==> src/rtl/wide_mag_compare.sv <==
// Purpose: multi-cycle WIDTH-bit magnitude comparator, MSB chunk first, early exit on first difference.
// Latency: 1..N cycles after the accepting edge (N = WIDTH/CHUNK); done is a one-cycle pulse.
// Backpressure: start is only sampled while busy=0; requests during a comparison are dropped.
//
// Ports:
//   clk, rst          rising-edge clock, asynchronous active-high reset
//   start             request; accepted on an edge where busy=0
//   a, b              WIDTH-bit operands, captured on the accepting edge
//   iagb, ialb, iaeb  cascade inputs, captured with the operands, used only when A==B
//   busy              high while a comparison is in progress
//   done              one-cycle pulse when results are written
//   fagb, falb, faeb  result flags; hold their value until the next done
module wide_mag_compare #(
  parameter int WIDTH  = 16,
  parameter int CHUNK  = 4,
  parameter int SIGNED = 0
) (
  input  logic             clk,
  input  logic             rst,
  input  logic             start,
  input  logic [WIDTH-1:0] a,
  input  logic [WIDTH-1:0] b,
  input  logic             iagb,
  input  logic             ialb,
  input  logic             iaeb,
  output logic             busy,
  output logic             done,
  output logic             fagb,
  output logic             falb,
  output logic             faeb
);

  localparam int N  = WIDTH / CHUNK;
  localparam int IW = (N > 1) ? $clog2(N) : 1;

  // Flipping the sign bit of both operands maps two's-complement order onto
  // unsigned order, so the chunk comparator itself never needs to know about sign.
  localparam logic [WIDTH-1:0] SIGN_MASK =
    (SIGNED != 0) ? (WIDTH'(1) << (WIDTH - 1)) : '0;

  typedef enum logic {IDLE, CMP} state_t;

  state_t           state;
  logic [WIDTH-1:0] a_sh;
  logic [WIDTH-1:0] b_sh;
  logic [2:0]       casc;      // {iagb, ialb, iaeb} captured at accept
  logic [IW-1:0]    cnt;       // chunks remaining after the current one

  logic [CHUNK-1:0] a_top;
  logic [CHUNK-1:0] b_top;
  logic             chunk_ne;
  logic             chunk_gt;
  logic             last_chunk;

  // Operands are shifted left each cycle, so the chunk under test is always
  // the top CHUNK bits; this avoids a variable-index mux across the word.
  always_comb begin
    a_top      = a_sh[WIDTH-1 -: CHUNK];
    b_top      = b_sh[WIDTH-1 -: CHUNK];
    chunk_ne   = (a_top != b_top);
    chunk_gt   = (a_top > b_top);
    last_chunk = (cnt == '0);
  end

  always_ff @(posedge clk or posedge rst) begin
    if (rst) begin
      state <= IDLE;
      busy  <= 1'b0;
      done  <= 1'b0;
      fagb  <= 1'b0;
      falb  <= 1'b0;
      faeb  <= 1'b0;
      a_sh  <= '0;
      b_sh  <= '0;
      casc  <= '0;
      cnt   <= '0;
    end else begin
      done <= 1'b0;
      case (state)
        IDLE: begin
          if (start) begin
            a_sh  <= a ^ SIGN_MASK;
            b_sh  <= b ^ SIGN_MASK;
            casc  <= {iagb, ialb, iaeb};
            cnt   <= IW'(N - 1);
            busy  <= 1'b1;
            state <= CMP;
          end
        end
        CMP: begin
          if (chunk_ne) begin
            fagb  <= chunk_gt;
            falb  <= ~chunk_gt;
            faeb  <= 1'b0;
            done  <= 1'b1;
            busy  <= 1'b0;
            state <= IDLE;
          end else if (!last_chunk) begin
            cnt  <= cnt - 1'b1;
            a_sh <= a_sh << CHUNK;
            b_sh <= b_sh << CHUNK;
          end else begin
            // Operands equal: cascade table of the 4-bit part. iaeb dominates;
            // otherwise each flag is set unless the opposite cascade input is set,
            // which yields (0,0,0) for both set and (1,1,0) for neither.
            fagb  <= ~casc[0] & ~casc[1];
            falb  <= ~casc[0] & ~casc[2];
            faeb  <= casc[0];
            done  <= 1'b1;
            busy  <= 1'b0;
            state <= IDLE;
          end
        end
        default: begin
          busy  <= 1'b0;
          state <= IDLE;
        end
      endcase
    end
  end

endmodule
==> config.mk <==
export PLATFORM = sky130hd
export DESIGN_NAME = wide_mag_compare
export DESIGN_NICKNAME = d
export VERILOG_FILES = /design/src/rtl/wide_mag_compare.sv
export SDC_FILE = /design/constraint.sdc
export NUM_CORES = 1
export LEC_CHECK = 0
export CORE_UTILIZATION = 50
export CTS_CLUSTER_DIAMETER = 100
export CTS_CLUSTER_SIZE = 40
export DETAILED_ROUTE_END_ITERATION = 10
export GPL_TIMING_DRIVEN = 0
export HOLD_SLACK_MARGIN = 0.15
export PLACE_DENSITY = 0.79
export SYNTH_ARGS = -nofsm -noshare
export SYNTH_HDL_FRONTEND = slang
export SYNTH_SLANG_ARGS = --single-unit
==> constraint.sdc <==
create_clock -name clk -period 1.95 [get_ports clk]
set_clock_uncertainty 0.2 [all_clocks]
set_input_delay 0.4875 -clock clk [delete_from_list [all_inputs] [get_ports clk]]
set_output_delay 0.4875 -clock clk [all_outputs]
set_load 0.02 [all_outputs]
==> impl_metrics.ini, run 1 <==
[outcome]
status = finished clean

[sta]
fin_crit_ps = 1890
hold_ws_ps = 276
finalSetupTns_ps = 0
finalCritPeriodShare = 0.970
setup_viol = 0
max-slew-margin-rel = 0.418
fmax_mhz = 529
hold_viol = 0
tightest_slew_ps = 872
rsz0062_at_grt = no
drv_slew = 0

[setup_path]
slowest_stage = clkdlybuf4s50_1
slowest_delay_ps = 590
r2r_slack_ps = 100
required_ps = 1260
critPathBufInv = 1
crit_cells = 1
cpLargestDelayFamily = buffers and inverters
path_cells = clkdlybuf4s50_1
reg2reg_depth = 7
start_kind = register
end_kind = primary output
path_class = register to primary output
arrival_ps = 1200
cp_max_fo = 1

[cts]
clockRootBuffer = clkbuf_8
numCtsBuffers = 5
cts-hold-fix-buffers = 0
cts_max_level = 2
ctsLongestPathBuffers = 2
clk_pin_slew_ps = 80
cts_tree = yes
clkSinkCount = 43
worstSkewPairLatency_ps = 290

[worst_hold_path]
hp-class = register to register
min_path_cells = 1

[placed_design]
hpwl_microns = 2880
port_buffers = 42
globalplace.congestion = 0.768

[power_and_ir_drop]
p_clk_frac = 0.156
switchingPower_w = 0.00142
pwr-share-seq = 0.389
p_int_w = 0.00248
pwr-share-comb = 0.456
peakVddDrop_v = 0.000897
p_sw_frac = 0.364
leakage_nw = 1.28
power_density_nw_per_um2 = 1440

[yosys]
synth-compound-area-share = 0.125
synth.avg_cell_area_sq_um = 9.98
ys_dominant_reg_cell = dfrtp_1
synth_area_sq_um = 2010
synth_edf_count = 0
netlist_instances = 201
ys_types = 24
synth_top_family_by_area = simple AND/OR/NAND/NOR gates
synth_nets = 244
synth-xor-area-share = 0
yosys.area_share.simple = 0.129
ys.warnings.count = 0
synthAdderAreaFrac = 0.0312
synth.area.mux_share = 0.120
ys_seq_elements = 43
async_flop_share = 1.00
seq_area_frac_synth = 0.536

[layout]
fillCellCount = 304
regArea_sq_um = 1080
final_util = 0.725
diodes = 0
drive_gt1_frac = 0.138
syn_to_final_growth_pct = 35.3
multiInputGateArea_sq_um = 848
final_cell_mix = nand2_1 (54), dfrtp_1 (43), clkdlybuf4s50_1 (38)
final_common_cell = nand2_1
final_nets = 303

[die]
rows = 22
core_sq_um = 3740
die_area_sq_um = 4270
io_pins = 43
fp.dieH_microns = 65.3
initial_utilization = 0.536
fp.dieW_microns = 65.3

[routing]
first_iter_violations = 119
via_per_inst = 5.32
wl_per_cell_microns = 13.9
drc_errors = 0
via_count = 1644
firstDrtPassIters = 4
drt_wl_total_microns = 4280
postRouteAntennaNets = 0

[flow_run]
drv_cap = 0

[grt]
gr-total-overflow = 0
grt_max_degree = 44
first_global_vias = 1599
antenna_found_initial = 0
track_usage = 0.227
grt_pass1_wl_microns = 7160
## layout make-up
class	instances	share of cell area
sequential	43	0.396
multi-input combinational	136	0.313
timing repair buffer	52	0.185
clock buffer	8	0.0369
buffer	11	0.0314
tap	48	0.0221
inverter	11	0.0152
## cell usage after synthesis, types with 3 or more instances
cell      n  area, sq um
nand2_1  54          203
inv_1    11         41.3
nor3_1    4         20.0
o21ai_0  32          160
dfrtp_1  43         1080
buf_6     3         33.8
a21oi_1   5         25.0
mux2i_1  24          240
ha_1      5         62.6
buf_2     6         30.0
## power groups by stage
stage	Clock, W	Combinational (W)	Sequential [W]
final	0.000607	0.00178	0.00152
after global routing	0.000654	0.00199	0.00156
after CTS	0.000621	0.00157	0.00151
after detailed placement	0	0.00156	0.00152
after global placement	0	0.00151	0.00151
after floorplan	0	0.00107	0.00153
## registers in the layout (all words and copies together), names as in the netlist
name,count
cnt,2
b_sh,16
faeb,1
casc,3
a_sh,16
done,1
state,1
falb,1
busy,1
fagb,1
## routing by layer
layer / GRT usage / vias up / wire (microns)
met2: 0.362 / 41 / 2070
met5: 0 / - / 0
li1: - / 792 / -
met3: 0.0469 / 8 / 203
met1: 0.306 / 803 / 1950
met4: 0.0815 / 0 / 59
## worst paths after layout
path | from | end
min in group asynchronous | rst | a_sh[7]
setup reg to reg | b_sh[13] | a_sh[0]
hold reg to reg | cnt[0] | cnt[0]
max in group asynchronous | rst | a_sh[9]
setup / recovery | done | done
hold / removal | cnt[0] | cnt[0]
## kinds of logic (layout without fill, tap and decap cells)
logic type	Yosys count	count (layout)
compound gates	44	44
fa+ha+maj	5	5
buf+inv	22	82
flops	43	43
mux	24	24
simple gates	63	63
## timing repair
action / CTS / global route
cloned: 0 / 1
hold endpoints to repair: 0 / 0
pin swaps: 0 / 4
resized for setup: 1 / 11
setup endpoints to repair: 10 / 36
setup buffers: 0 / 9
## through the flow
step,worst slack (ps),cells,instance area [sq um],power [W]
global placement,-624,291,2490,0.00302
finish,58.8,309,2710,0.00390
global route,7.59,309,2710,0.00421
floorplan,228,201,2010,0.00260
CTS,-5.12,299,2590,0.00370
detailed placement,-131,291,2490,0.00308
No activity file was read; power rests on OpenSTA's default activity.
==> run 2, diff against run 1 <==
--- a/config.mk
+++ b/config.mk
@@ -5,13 +5,13 @@
 export SDC_FILE = /design/constraint.sdc
 export NUM_CORES = 1
 export LEC_CHECK = 0
-export CORE_UTILIZATION = 50
+export CORE_UTILIZATION = 54
 export CTS_CLUSTER_DIAMETER = 100
 export CTS_CLUSTER_SIZE = 40
 export DETAILED_ROUTE_END_ITERATION = 10
 export GPL_TIMING_DRIVEN = 0
 export HOLD_SLACK_MARGIN = 0.15
-export PLACE_DENSITY = 0.79
+export PLACE_DENSITY = 0.84
 export SYNTH_ARGS = -nofsm -noshare
 export SYNTH_HDL_FRONTEND = slang
 export SYNTH_SLANG_ARGS = --single-unit
==> constraint.sdc (replaced) <==
create_clock -name clk -period 2.5 [get_ports clk]
set_clock_uncertainty 0.2 [all_clocks]
set_input_delay 0.625 -clock clk [delete_from_list [all_inputs] [get_ports clk]]
set_output_delay 0.625 -clock clk [all_outputs]
set_load 0.02 [all_outputs]
==> run 2 against run 1 <==
Compared with the run above:
- first-iteration DRC count did not move
- hold slack improved by 6.7 ps
- non-clock buffer count fell by 10
- register-to-register slack improved by 330 ps
- highest routed layer unchanged
- clock power fell by 22%
- sequential cell count did not move
==> impl_metrics.ini, run 2 (same netlist as run 1, synthesis figures left out) <==
[outcome]
status = finished clean

[die]
fp.dieH_microns = 62.9
die_area_sq_um = 3960
core_sq_um = 3440
io_pins = 43
initial_utilization = 0.583
fp.dieW_microns = 62.9
rows = 21

[layout]
fillCellCount = 251
top_regs = a_sh x16, b_sh x16, casc x3
syn_to_final_growth_pct = 28.8
final_util = 0.751
final_common_cell = nand2_1
design_area_sq_um = 2580
drive_gt1_frac = 0.0916
final_cell_mix = nand2_1 (54), dfrtp_1 (43), clkdlybuf4s50_1 (42)
multiInputGateArea_sq_um = 812
final_nets = 293
regArea_sq_um = 1080
diodes = 0

[routing]
via_per_inst = 5.32
drc_errors = 0
first_iter_violations = 119
firstDrtPassIters = 6
postRouteAntennaNets = 0
drt_wl_total_microns = 4230
wl_per_cell_microns = 14.2
via_count = 1579

[setup_path]
cpLargestDelayFamily = buffers and inverters
slowest_delay_ps = 610
path_cells = clkdlybuf4s50_1
cp_max_fo = 2
slowest_stage = clkdlybuf4s50_1
start_kind = register
path_class = register to primary output
arrival_ps = 1260
required_ps = 1670
end_kind = primary output
cp-startpoint = busy
r2r-start = b_sh[15]
critPathBufInv = 1

[cts]
cts_resized = 0
clockRootBuffer = clkbuf_8
cts_tree = yes
worstSkewPairLatency_ps = 290
cts-hold-fix-buffers = 0
numCtsBuffers = 5
clk_pin_slew_ps = 80
clkSinkCount = 43
ctsLongestPathBuffers = 2
cts_max_level = 2
postCtsSetupBuffers = 0

[sta]
setup_viol = 0
fmax_mhz = 480
fin_crit_ps = 2080
drv_slew = 0
finalCritPeriodShare = 0.834
tightest_slew_ps = 864
rsz0062_at_grt = no
hold_ws_ps = 283
max-slew-margin-rel = 0.423
hold_viol = 0

[worst_hold_path]
hp-class = register to register
min_from = a_sh[11]

[grt]
antenna_found_initial = 0
grt_pass1_wl_microns = 7370
grt_max_degree = 44
track_usage = 0.245
first_global_vias = 1573
gr-total-overflow = 0

[flow_run]
drv_cap = 0

[placed_design]
globalplace.congestion = 0.782
port_buffers = 42
hpwl_microns = 2970
postPlaceCellArea_sq_um = 2480

[power_and_ir_drop]
peakVddDrop_v = 0.000561
power_density_nw_per_um2 = 1120
leakage_nw = 1.20
run 2: cell count changes in the layout (fill, tap and decap cells not counted), moves of 2 or more:
cell             change
buf_4                -8
clkdlybuf4s50_1      +4
dlymetal6s2s_1       -4
clkbuf_4             -2
ha_1                 +2
ha_4                 -2
run 2: metal layers:
layer  part of all wire  vias up  global-route usage  routed length, microns
met1               0.45      755               0.325                    1920
met5                  0        -                   0                       0
met3              0.048        6              0.0620                     204
met2               0.48       47               0.391                    2050
met4              0.013        0              0.0785                      55
li1                   -      771                   -                       -
run 2: power breakdown:
part	total (W)	internal [W]	switching (W)
clock network	0.000475	0.000252	0.000223
logic	0.00122	0.000547	0.000677
registers	0.00119	0.00101	0.000174
total	0.00289	0.00181	0.00107
run 2: layout make-up:
type | instances | area share
plain buffers | 11 | 0.0295
clock buffers | 8 | 0.0387
well taps | 46 | 0.0223
multi-input cells | 136 | 0.314
inverters | 11 | 0.0160
flip-flops and latches | 43 | 0.416
repair buffers | 42 | 0.163
run 2: stage by stage:
step | cells | TNS (ps) | setup WS, ps | power, W
after floorplan | 201 | 0 | 672 | 0.00203
after global placement | 289 | -8120 | -191 | 0.00235
after detailed placement | 289 | 0 | 282 | 0.00241
after CTS | 297 | 0 | 409 | 0.00289
after global routing | 297 | 0 | 287 | 0.00311
final | 297 | 0 | 416 | 0.00289
run 2: worst paths after layout:
kind                            end  slack [ps]  cells past startpoint
min                        a_sh[11]         280                      2
max                            busy         420                      1
min reg2reg                a_sh[11]         280                      2
max reg2reg                 b_sh[0]         430                      6
min in group asynchronous      falb         640                      2
max in group asynchronous  a_sh[12]         920                      2
